### config.mk
export PLATFORM = sky130hd
export DESIGN_NAME = signed_sum_accumulator
export DESIGN_NICKNAME = d
export VERILOG_FILES = /design/src/rtl/signed_acc_pkg.sv /design/src/rtl/signed_sat_add.sv /design/src/rtl/signed_sum_accumulator.sv
export SDC_FILE = /design/constraint.sdc
export NUM_CORES = 1
export LEC_CHECK = 0
export CAP_MARGIN = 20
export CORE_ASPECT_RATIO = 1.1
export CORE_MARGIN = 2
export CORE_UTILIZATION = 35
export DETAILED_ROUTE_END_ITERATION = 8
export PLACE_DENSITY = 0.68
export SYNTH_ARGS = -nofsm -noshare
export SYNTH_HDL_FRONTEND = slang
export SYNTH_HIERARCHICAL = 1
export SYNTH_SLANG_ARGS = --single-unit
### constraint.sdc
create_clock -name clk -period 6.6 [get_ports clk]
set_clock_uncertainty 0.15 [all_clocks]
set_input_delay 0.99 -clock clk [delete_from_list [all_inputs] [get_ports clk]]
set_output_delay 0.99 -clock clk [all_outputs]
set_load 0.01 [all_outputs]
### src/rtl/signed_acc_pkg.sv
// Shared types and default widths for the signed burst accumulator.
package signed_acc_pkg;

  localparam int DEF_DATA_WIDTH = 9;
  localparam int DEF_ACC_WIDTH  = 12;
  localparam int DEF_LEN_WIDTH  = 8;

  typedef enum logic [1:0] {
    IDLE  = 2'd0,
    ACCUM = 2'd1,
    HOLD  = 2'd2
  } state_e;

endpackage

### src/rtl/signed_sat_add.sv
// Combinational saturating adder: signed accumulator plus sign-extended signed sample.
module signed_sat_add #(
  parameter int IN_WIDTH  = 11,
  parameter int ACC_WIDTH = 12
) (
  input  logic signed [ACC_WIDTH-1:0] acc_i,
  input  logic signed [IN_WIDTH-1:0]  add_i,
  output logic signed [ACC_WIDTH-1:0] sum,
  output logic                        sat
);

  localparam logic [ACC_WIDTH-1:0] ACC_MAX = {1'b0, {(ACC_WIDTH-1){1'b1}}};
  localparam logic [ACC_WIDTH-1:0] ACC_MIN = {1'b1, {(ACC_WIDTH-1){1'b0}}};

  logic [ACC_WIDTH:0] wideSum;

  // One guard bit is enough: overflow shows up as the two top bits disagreeing.
  always_comb begin
    wideSum = {acc_i[ACC_WIDTH-1], acc_i}
            + {{(ACC_WIDTH+1-IN_WIDTH){add_i[IN_WIDTH-1]}}, add_i};
    sat     = 1'b0;
    sum     = wideSum[ACC_WIDTH-1:0];
    if (wideSum[ACC_WIDTH] != wideSum[ACC_WIDTH-1]) begin
      sat = 1'b1;
      sum = wideSum[ACC_WIDTH] ? ACC_MIN : ACC_MAX;
    end
  end

endmodule

### src/rtl/signed_sum_accumulator.sv
// Sums a burst of len signed samples with saturation and holds the result until taken.
module signed_sum_accumulator
  import signed_acc_pkg::*;
#(
  parameter int DATA_WIDTH = DEF_DATA_WIDTH,
  parameter int ACC_WIDTH  = DEF_ACC_WIDTH,
  parameter int LEN_WIDTH  = DEF_LEN_WIDTH
) (
  input  logic                        clk,
  input  logic                        rst_n,
  input  logic                        start,
  input  logic [LEN_WIDTH-1:0]        len,
  input  logic                        in_valid,
  output logic                        in_ready,
  input  logic signed [DATA_WIDTH+1:0] in_data,
  output logic                        out_valid,
  input  logic                        out_ready,
  output logic signed [ACC_WIDTH-1:0] out_data,
  output logic                        out_sat,
  output logic                        busy
);

  state_e                      state_q, state_d;
  logic signed [ACC_WIDTH-1:0] acc_q, acc_d;
  logic [LEN_WIDTH-1:0]        cnt_q, cnt_d;
  logic                        sat_q, sat_d;

  logic signed [ACC_WIDTH-1:0] addSum;
  logic                        addSat;

  signed_sat_add #(
    .IN_WIDTH  (DATA_WIDTH + 2),
    .ACC_WIDTH (ACC_WIDTH)
  ) u_sat_add (
    .acc_i (acc_q),
    .add_i (in_data),
    .sum   (addSum),
    .sat   (addSat)
  );

  // Handshake outputs decode only the registered state, so in_ready never depends on in_valid.
  assign in_ready  = (state_q == ACCUM);
  assign out_valid = (state_q == HOLD);
  assign busy      = (state_q != IDLE);
  assign out_data  = acc_q;
  assign out_sat   = sat_q;

  always_comb begin
    state_d = state_q;
    acc_d   = acc_q;
    cnt_d   = cnt_q;
    sat_d   = sat_q;
    case (state_q)
      IDLE: begin
        if (start) begin
          acc_d = '0;
          sat_d = 1'b0;
          if (len != '0) begin
            cnt_d   = len;
            state_d = ACCUM;
          end else begin
            cnt_d   = '0;
            state_d = HOLD;
          end
        end
      end
      ACCUM: begin
        if (in_valid) begin
          acc_d = addSum;
          sat_d = sat_q | addSat;
          cnt_d = cnt_q - LEN_WIDTH'(1);
          if (cnt_q == LEN_WIDTH'(1)) begin
            state_d = HOLD;
          end
        end
      end
      HOLD: begin
        if (out_ready) begin
          state_d = IDLE;
        end
      end
      default: state_d = IDLE;
    endcase
  end

  always_ff @(posedge clk or negedge rst_n) begin
    if (!rst_n) begin
      state_q <= IDLE;
      acc_q   <= '0;
      cnt_q   <= '0;
      sat_q   <= 1'b0;
    end else begin
      state_q <= state_d;
      acc_q   <= acc_d;
      cnt_q   <= cnt_d;
      sat_q   <= sat_d;
    end
  end

endmodule
==> reports/results.txt <==
post-layout min period - 3.73 ns
Iter 0 DRT Violations - 47
DP Area - 2230 um2
status - complete, no violations
max frequency - 268 MHz
Core ar. - 5030 um2
Global Route Usage Sum - 14.6%
Die W - 72.9 um
YS warnings - 6
post-CTS setup buffer count - 0
WS Path Type - input port to flop
Syn-to-layout area delta - 25.9%
Post-Layout Inst Area - 2300 um2
initial core utilization - 36.3%
sequential area share after synthesis - 31.5%
startpoint types - input port
commonest non-fill, non-tap cell in the layout - clkdlybuf4s50_1
crit share post-route - 56.6%
top_reg_cell synth - dfrtp_1
vias in the first global route - 1528
gate count of the mapped netlist - 188
CTS root buffer - clkbuf_8
Port Buffers - 39
CTS resizes - 0
Min Hold Slack - 0.373 ns
DRT Pass-1 Iters - 4
clock share of power - 7.5%
worst hold path type - flop to flop
# hold bufs at CTS - 0
Seq pwr share - 24.9%
vias - 1568
Seq. cell area - 576 um2
PD cells - 499 nW/um2
clk_lat worst skew - 0.27 ns
switching pwr - 483 uW
# DRC - 0
# setup viols final - 0
Int Power - 664 uW
fin. max-slew vios - 0
share of layout cells above drive strength 1 - 11.6%
vias per cell - 5.56
num ports - 40
pin count of the biggest net entering global routing - 24
Die Y - 79.8 um
total wire length - 3940 um
Worst Path Required - 6.61 ns
Synth cell types - 47
number of synthesized flops with an enable pin - 0
PnR Total Power - 1.15 mW
first-pass GRT wire length - 6800 um
Critical Path AT - 3.75 ns
RSZ-0062 raised after global routing - false
leakage power - 0.986 nW
initial antenna violation count - 0
Worst Tran Pin Value - 1.03 ns
syn avg cell area - 9.72 um2
# diodes - 0
Yosys reg bits - 23
Max clock buf depth - 2
Fill cells - 492
setup TNS - 0 ns
Nets - 264
max capacitance violation total - 0
Hold Violations, Final - 0
wire per inst - 14.0 um
commonest non-fill, non-tap cells in the layout - clkdlybuf4s50_1, dfrtp_1, a21oi_1, nor2_1, ha_1
final core utilization - 45.7%
peak supply drop - 0.200 mV
multi-input combinational cell area - 1150 um2
Cell Rows - 27
critical-path maximum fanout - 13
Comb power frac - 67.6%
TritonCTS clock tree - yes
routability cong. - 0.846
syn nets - 227
Num CTS Buffers - 3
Final ANT Viol Nets - 0
hpwl dp - 3100 um
FFs w/ async S/R, synth - 100%
Slew headroom - 30.8%
Worst setup EP type - flop
grt total ovfl - 0
switch share - 42.1%
Sink Count - 23
Mapped Area - 1830 um2
H-tree Lvls - 1
clock-pin slew on the worst setup and hold paths - 0.08 ns
Die Area - 5810 um2
final timing paths:
| check | endpoint | startpoint | cells past startpoint | slack [ns] |
|---|---|---|---|---|
| max | out_data[1]$_DFFE_PN0P_ | in_data[0] | 10 | 2.87 |
| min | cnt_q[1]$_DFFE_PN0P_ | cnt_q[1]$_DFFE_PN0P_ | 2 | 0.37 |
| max reg2reg | out_data[1]$_DFFE_PN0P_ | out_data[0]$_DFFE_PN0P_ | 9 | 3.55 |
| min reg2reg | cnt_q[1]$_DFFE_PN0P_ | cnt_q[1]$_DFFE_PN0P_ | 2 | 0.37 |
| max in group asynchronous | out_data[10]$_DFFE_PN0P_ | rst_n | 2 | 5.10 |
| min in group asynchronous | cnt_q[4]$_DFFE_PN0P_ | rst_n | 1 | 0.82 |
critical path, cell delays in order:
cell,delay [ns]
clkdlybuf4s50_1,0.40
ha_1,0.22
fa_1,0.41
a21o_1,0.21
a21oi_2,0.19
a21oi_2,0.10
a31oi_1,0.28
o221ai_2,0.33
maj3_1,0.42
a22o_1,0.20
synth_stat cells (2+ instances only):
cell,number,area [um2]
a21oi_2,3,26.3
maj3_2,9,101
xnor2_1,10,87.6
dfrtp_1,23,576
o21ai_0,8,40.0
o22ai_1,3,18.8
a211o_1,2,17.5
buf_4,2,15.0
nor2_1,14,52.6
a21o_1,5,37.5
ha_1,14,175
mux2i_1,2,20.0
inv_1,8,30.0
buf_6,3,33.8
a21oi_1,15,75.1
nor4_1,3,18.8
o211ai_1,2,15.0
maj3_1,2,20.0
nand3_1,2,10.0
nor3_1,3,15.0
nor2b_1,2,12.5
buf_2,3,15.0
o41ai_1,2,17.5
nand2_1,11,41.3
o221ai_2,3,45.0
a22o_1,12,105
nand2b_4,2,27.5
sequential cells by signal, indices dropped and copies added, names as in the netlist:
name,count
out_sat,1
state_q,2
out_data,12
cnt_q,8
power by group through the flow:
stage	Clock (mW)	Combinational (mW)	Sequential [mW]
final	0.0858	0.775	0.286
after global routing	0.0933	0.865	0.299
after CTS	0.0897	0.779	0.286
after detailed placement	0	0.781	0.286
after global placement	0	0.768	0.287
after floorplan	0	0.612	0.281
cell families (layout without fill, tap and decap cells):
family                     after synthesis  in the layout  synth area share, %
xor gates and xnor gates                11             11                 5.27
DFF                                     23             23                 31.5
AOI/OAI and AO/OA                       64             64                 26.1
muxes                                    2              2                 1.10
buffers and inverters                   17             53                 5.48
and+or+nand+nor                         45             45                 13.2
adders and majority gates               26             26                 17.3
layer usage:
metal | global-route usage, % | share of wire [%] | up-vias
met4 | 7.41 | 2.7 | 0
met2 | 23.9 | 47 | 46
met5 | 0 | 0 | -
met3 | 1.89 | 3.9 | 13
met1 | 18.5 | 46 | 735
li1 | - | - | 774
area by class of cell:
type,count,area share [%]
tap,58,3.16
inverter,9,1.58
timing repair buffer,40,18.2
sequential,23,25.0
multi-input combinational,148,50.1
clock buffer,3,1.80
clock inverter,1,0.218
stage by stage:
step / std cells / setup WS [ns]
2_1_floorplan: 188 / 3.14
3_3_place_gp: 277 / 2.60
3_5_place_dp: 277 / 2.57
4_1_cts: 281 / 2.87
5_1_grt: 282 / 2.70
6_report: 282 / 2.87
Power figures use the tool's default switching activity.
